### src/rtl/if_id_buffer_pkg.sv
// Shared types and constants for the IF/ID pipeline buffer and its I-type assembler.
package if_id_buffer_pkg;

  localparam logic [3:0]  ITYPE_OPCODE = 4'd8;
  localparam logic [15:0] NOP_WORD     = 16'd0;

  typedef enum logic {
    NORMAL   = 1'b0,
    WAIT_IMM = 1'b1
  } asm_state_e;

  // One decode-bound bundle; valid=0 marks a bubble.
  typedef struct packed {
    logic [15:0] instr;
    logic [15:0] imm;
    logic [31:0] pc;
    logic        int_m;
    logic        valid;
    logic        imm_valid;
  } id_bundle_t;

  function automatic logic is_itype(input logic [15:0] word);
    return word[15:12] == ITYPE_OPCODE;
  endfunction

endpackage

### src/rtl/if_id_buffer_itype_assembler.sv
// Pairs an I-type opcode word with the immediate word that follows it.
// Presents the bundle decode would receive if the cycle advances normally.
module itype_assembler
  import if_id_buffer_pkg::*;
(
  input  logic        clk,
  input  logic        reset,
  input  logic        stall_i,
  input  logic        flush_i,
  input  logic [15:0] instruction_i,
  input  logic [15:0] data_i,
  input  logic [31:0] pc_i,
  input  logic        int_i,
  output id_bundle_t  bundle_o
);

  asm_state_e  state_q, state_d;
  logic [15:0] op_word_q;
  logic [31:0] op_pc_q;
  logic        op_int_q;

  always_comb begin
    bundle_o = '0;
    state_d  = state_q;
    case (state_q)
      NORMAL: begin
        if (is_itype(data_i)) begin
          state_d = WAIT_IMM;
        end else begin
          bundle_o.instr = instruction_i;
          bundle_o.pc    = pc_i;
          bundle_o.int_m = int_i;
          bundle_o.valid = 1'b1;
        end
      end
      WAIT_IMM: begin
        // An interrupt seen on either half of the pair belongs to the instruction.
        bundle_o.instr     = op_word_q;
        bundle_o.imm       = data_i;
        bundle_o.pc        = op_pc_q;
        bundle_o.int_m     = op_int_q | int_i;
        bundle_o.valid     = 1'b1;
        bundle_o.imm_valid = 1'b1;
        state_d            = NORMAL;
      end
      default: state_d = NORMAL;
    endcase
  end

  always_ff @(posedge clk) begin
    if (reset || flush_i) begin
      state_q   <= NORMAL;
      op_word_q <= NOP_WORD;
      op_pc_q   <= '0;
      op_int_q  <= 1'b0;
    end else if (!stall_i) begin
      state_q <= state_d;
      if (state_q == NORMAL && is_itype(data_i)) begin
        op_word_q <= instruction_i;
        op_pc_q   <= pc_i;
        op_int_q  <= int_i;
      end
    end
  end

endmodule

### src/rtl/if_id_buffer.sv
// IF/ID pipeline register with two-word I-type assembly, flush and stall.
// Optional bubble counter enabled by defining IF_ID_BUBBLE_CNT_EN.
module if_id_buffer
  import if_id_buffer_pkg::*;
(
  input  logic        clk,
  input  logic        reset,
  input  logic [15:0] instruction,
  input  logic [15:0] Data,
  input  logic [31:0] PC_in,
  input  logic        INT_in,
  input  logic        stall,
  input  logic        flush,
  output logic [15:0] instr_out,
  output logic [15:0] imm_out,
  output logic [31:0] PC_out,
  output logic        INT_out,
  output logic        valid_out,
  output logic        imm_valid
`ifdef IF_ID_BUBBLE_CNT_EN
  ,
  output logic [15:0] bubble_cnt
`endif
);

  id_bundle_t asm_bundle;
  id_bundle_t out_q, out_d;

  itype_assembler u_asm (
    .clk           (clk),
    .reset         (reset),
    .stall_i       (stall),
    .flush_i       (flush),
    .instruction_i (instruction),
    .data_i        (Data),
    .pc_i          (PC_in),
    .int_i         (INT_in),
    .bundle_o      (asm_bundle)
  );

  // Bubbles keep the previous PC so decode always sees the last real address.
  always_comb begin
    out_d = out_q;
    if (flush || (!stall && !asm_bundle.valid)) begin
      out_d.instr     = NOP_WORD;
      out_d.imm       = '0;
      out_d.int_m     = 1'b0;
      out_d.valid     = 1'b0;
      out_d.imm_valid = 1'b0;
    end else if (!stall) begin
      out_d = asm_bundle;
    end
  end

  always_ff @(posedge clk) begin
    if (reset) out_q <= '0;
    else       out_q <= out_d;
  end

  assign instr_out = out_q.instr;
  assign imm_out   = out_q.imm;
  assign PC_out    = out_q.pc;
  assign INT_out   = out_q.int_m;
  assign valid_out = out_q.valid;
  assign imm_valid = out_q.imm_valid;

`ifdef IF_ID_BUBBLE_CNT_EN
  logic [15:0] bubble_cnt_q;

  always_ff @(posedge clk) begin
    if (reset)
      bubble_cnt_q <= '0;
    else if (!stall && !out_d.valid && bubble_cnt_q != 16'hFFFF)
      bubble_cnt_q <= bubble_cnt_q + 16'd1;
  end

  assign bubble_cnt = bubble_cnt_q;
`endif

endmodule

### config.mk
export PLATFORM = sky130hd
export DESIGN_NAME = if_id_buffer
export DESIGN_NICKNAME = d
export VERILOG_FILES = /design/src/rtl/if_id_buffer_pkg.sv /design/src/rtl/if_id_buffer_itype_assembler.sv /design/src/rtl/if_id_buffer.sv
export SDC_FILE = /design/constraint.sdc
export NUM_CORES = 1
export LEC_CHECK = 0
export CAP_MARGIN = 20
export CELL_PAD_IN_SITES_DETAIL_PLACEMENT = 0
export CELL_PAD_IN_SITES_GLOBAL_PLACEMENT = 2
export CORE_MARGIN = 10
export CORE_UTILIZATION = 27
export CTS_BUF_LIST = sky130_fd_sc_hd__clkbuf_4
export CTS_CLUSTER_SIZE = 28
export DETAILED_ROUTE_END_ITERATION = 10
export HOLD_SLACK_MARGIN = 0.06
export PLACE_DENSITY = 0.88
export SETUP_SLACK_MARGIN = 0.2
export SLEW_MARGIN = 20
export SYNTH_ARGS = -nofsm -noshare
export SYNTH_HDL_FRONTEND = slang
export SYNTH_HIERARCHICAL = 1
export SYNTH_SLANG_ARGS = --single-unit
### constraint.sdc
create_clock -name clk -period 1.9 [get_ports clk]
set_input_delay 0.38 -clock clk [delete_from_list [all_inputs] [get_ports clk]]
set_output_delay 0.38 -clock clk [all_outputs]
set_load 0.03 [all_outputs]
Yosys cells after proc, flatten, opt, wreduce, memory -nomap -nowiden

Cells that the tools add are included.

Bitwise logic cells: 4
Muxes and demuxes: 8
Eq/ne operators: 1
Reductions and logical operators: 9

Operators with widths:

| cell                                   | number |
|---|---|
| 34-bit one-hot mux with 2 select lines | 1 |
| 34-bit two-way mux                     | 1 |
| 16-bit two-way mux                     | 2 |
| 16-bit one-hot mux with 2 select lines | 1 |
| 4-bit == test (second input constant)  | 1 |
| 2-bit AND reduction                    | 2 |
| 1-bit inverter                         | 3 |
| 1-bit logical AND                      | 2 |
| 1-bit logical NOT                      | 2 |
| 1-bit logical OR                       | 2 |
| 1-bit two-way mux                      | 2 |
| 1-bit one-hot mux with 2 select lines  | 1 |
| 2-bit OR reduction                     | 1 |
| 1-bit bitwise OR                       | 1 |

Flip-flop bits (word level): 117
Logic and storage cells: 32
Input port bits: 69

Logic depth before layout (Yosys ltp)

Word-level depth: 8
Mapped depth: 8

Hierarchy

Netlist, hierarchy kept.

Modules (own cells, without submodules):

| module          | area each (µm²) | instances | cells each | sequential area each (µm²) |
|---|---|---|---|---|
| if_id_buffer    | 2,839.0         | 1         | 296        | 1,341.3 |
| itype_assembler | 2,766.4         | 1         | 358        | 1,001.0 |

Worst setup path after synthesis

OpenSTA, ideal clock, no wires.

Kind: in2reg
Start: in Data[12]
End: reg out_q, in the netlist PC_out[10]
Setup slack: 12 ps
Data required time: 1,782 ps
Setup time: 118 ps
Stages: 8
Arrival time: 1,770 ps
Path through: or4b_4 -> nor2_2 -> inv_1 -> buf_6 -> nor3b_4 -> buf_6 -> buf_12 -> mux2i_1

RTL lines:

| element                | RTL line           | source |
|---|---|---|
| start: declaration     | if_id_buffer.sv:9  | `input logic [15:0] Data,` |
| end signal: assignment | if_id_buffer.sv:57 | `else out_q <= out_d;` |
| end: declaration       | if_id_buffer.sv:27 | `id_bundle_t out_q, out_d;` |

==> flow_metrics.py <==
metrics = {
    "finish": {
        "fillCellCount": 2109,
        "seqCellArea_sq_um": 2346,
        "nets": 844,
        "drive_above_1_share_pct": 17.66,
        "design_area_sq_um": 7685,
        "area_growth_pct": 37.10,
        "post-route-util_pct": 37.86,
        "multi_input_area_sq_um": 2919,
        "final-instance-count-excl-fill": 1059,
    },
    "synth": {
        "postSynthCellCount": 654,
        "synth.distinct_cells": 26,
        "synth_flop_cell": "dfxtp_1",
        "ys_ff_latch": 117,
        "yosys_warnings": 6,
        "avgSynthCellArea_sq_um": 8.571,
        "synth_nets": 723,
        "synthTopCellsByCount": "dfxtp_1 (117), nand2_1 (83), mux2i_1 (81)",
        "synth_area_leaders": "dfxtp_1 (42%), mux2i_1 (14%), nand2b_1 (7.1%)",
        "yosysTopAreaCellShare_pct": 41.79,
        "async_reset_ff_share_pct": 0,
        "yosys.area.top_type": "dfxtp_1",
        "seq_area_frac_synth_pct": 41.79,
        "yosysMostFrequentCell": "dfxtp_1",
        "syn_area_sq_um": 5605,
        "synth-edff-count": 0,
    },
    "route": {
        "drc": 0,
        "drt-total-wl_um": 16580,
        "detail-route-antenna-nets": 0,
        "dr_total_vias": 4754,
        "wl_per_cell_um": 15.66,
        "drt_first_pass_iters": 4,
        "drt_iter0_drc": 191,
        "routed_via_density": 4.489,
    },
    "grt": {
        "grt_pass1_wl_um": 26260,
        "track_usage_pct": 12.29,
        "gr-total-overflow": 0,
        "grt_antenna_before_repair": 3,
        "grt_pass1_vias": 4730,
        "grt_max_degree": 65,
    },
    "sta": {
        "worst_pin_slew_ns": 0.3093,
        "drv_slew": 0,
        "rsz0062_at_grt": "no",
        "fin_crit_sh_pct": 89.90,
        "fmax_mhz": 585.5,
        "setup_viol": 0,
        "maxSlewHeadroom_pct": 79.38,
        "fin_crit_ns": 1.708,
        "finalSetupTns_ns": 0,
        "skew_ns": 0.01596,
        "hold_viol": 0,
    },
    "clocking": {
        "cts_buffer_depth": 2,
        "clockRootBuffer": "clkbuf_4",
        "clock-sinks": 117,
        "hold_buffers": 0,
        "insertion_delay_ns": 0.52,
        "numCtsBuffers": 17,
        "cts_tree": "yes",
        "cts_max_level": 4,
        "clk_pin_slew_ns": 0.11,
    },
    "worst_hold_path": {
        "min_path_type": "in2reg",
    },
    "floorplanning": {
        "die_h_um": 164.1,
        "pin_count": 136,
        "design.core.area_sq_um": 20300,
        "initial_core_util_pct": 27.61,
        "die_area_sq_um": 26920,
        "num_rows": 52,
        "fp.dieW_um": 164.1,
    },
    "critical_path": {
        "crit_chain": "clkdlybuf4s50_1 > or4b_4 > nor2_4 > inv_2 > nor3b_4 > buf_12 > buf_12 > mux2i_1",
        "slowest_delay_ns": 0.54,
        "critPathMaxFanout": 12,
        "cp_common_cell": "buf_12",
        "critPathLaunchType": "primary input",
        "endpoint_kind": "flop",
        "crit_type": "in2reg",
        "critPathSlowestCell": "or4b_4",
        "cp.arrival_ns": 2.11,
        "crit_family": "simple AND/OR/NAND/NOR gates",
        "critPathBufInv": 4,
        "required_ns": 2.30,
    },
    "pwr": {
        "clock_power_share_pct": 38.3,
        "p_comb_share_pct": 14.2,
        "powerDensity_nw_per_um2": 693.8,
        "fin_total_pwr_mw": 5.332,
        "swShare_pct": 26.19,
        "ir_drop_v": 0.0002867,
        "p_sw_mw": 1.396,
        "p_leak_nw": 2.650,
        "seqPwrFrac_pct": 47.5,
        "p_int_mw": 3.935,
    },
    "placed_design": {
        "place_area_sq_um": 7373,
        "port_buffers": 135,
        "place_hpwl_um": 10820,
        "gp_congestion": 0.7108,
        "dp_cells": 1023,
    },
    "status": {
        "status": "complete, no violations",
    },
    "run": {
        "max_cap_viol_count": 0,
    },
}
[metrics by stage]
| step | hold WS [ns] | worst slack [ns] |
|---|---|---|
| final | 0.3822 | 0.1919 |
| after global routing | 0.3488 | 0.1999 |
| after CTS | 0.3269 | 0.2000 |
| after detailed placement | 0.4498 | -0.3790 |
| after global placement | 0.4420 | -0.3573 |
| after floorplan | 0.4356 | 0.04179 |
[worst paths after layout]
check                                        from                              end  slack (ns)  cells past startpoint
hold reg to reg   u_asm/op_word_q[1]$_SDFFE_PP0P_  u_asm/op_word_q[1]$_SDFFE_PP0P_        0.46                      2
setup / recovery                         Data[12]          PC_out[22]$_SDFFE_PP0P_        0.19                      8
setup reg to reg       u_asm/state_q$_SDFFE_PP0N_          PC_out[22]$_SDFFE_PP0P_        0.44                      6
hold / removal                              reset       u_asm/state_q$_SDFFE_PP0N_        0.38                      4
[worst reg2reg max path: cells and delay by family (launching register included)]
family | cells | cell delay, ns
multiplexers | 1 | 0.20
buffers and inverters | 3 | 0.39
AND/OR/NAND/NOR | 2 | 0.26
flip-flops | 1 | 0.53
[repair_timing]
action / CTS / global route
pin swaps: 0 / 2
setup buffers: 0 / 3
endpoints found under the setup margin: 67 / 32
resized for setup: 183 / 23
[layout by cell type, fill, tap and decap left out, drive strengths merged, types with 2 or more instances in the layout]
cell,n
mux2i,81
clkinv,4
nand2,83
nand4,49
dfxtp,117
diode,2
clkdlybuf4s50,63
nand2b,64
dlymetal6s2s,3
clkinvlp,2
clkdlybuf4s18,2
o21ai,49
and2,17
buf,35
nand3b,34
nor2,52
a21oi,34
clkdlybuf4s15,47
inv,2
clkbuf,38
bufinv,4
[layer usage]
layer	GRT usage [%]	vias up	share of wire [%]
met3	5.257	8	7.3
met2	18.12	119	44
li1	-	2477	-
met5	0	-	0.054
met4	3.412	2	0.43
met1	15.99	2148	49
[registers in the layout, indices dropped and copies added (netlist names)]
signal and cells:
INT_out 1, PC_out 32, imm_out 16, imm_valid 1, instr_out 16, u_asm/op_int_q 1
u_asm/op_pc_q 32, u_asm/op_word_q 16, u_asm/state_q 1, valid_out 1
[power groups by stage]
stage	sequential, mW	combinational, mW	clock [mW]
3_3_place_gp	2.59	0.787	0
3_5_place_dp	2.59	0.785	0
2_1_floorplan	2.68	0.316	0
6_report	2.53	0.758	2.04
5_1_grt	2.54	0.827	2.23
4_1_cts	2.53	0.774	2.14
[cell families after synthesis]
kind of cell,count (synthesis),share of synthesized area (%)
AND/OR/NAND/NOR,304,29.40
flip-flops,117,41.79
AO/OA/AOI/OAI,85,7.701
multiplexers,81,14.46
buffers and inverters,67,6.652
[cell type report]
class	instances	area share (%)
Multi-Input combinational cell	470	37.98
Antenna cell	2	0.06513
Clock buffer	20	1.954
Sequential cell	117	30.53
Clock inverter	11	2.051
Timing Repair Buffer	168	22.97
Inverter	1	0.04884
Tap cell	270	4.396
No activity file was read; power rests on OpenSTA's default activity.
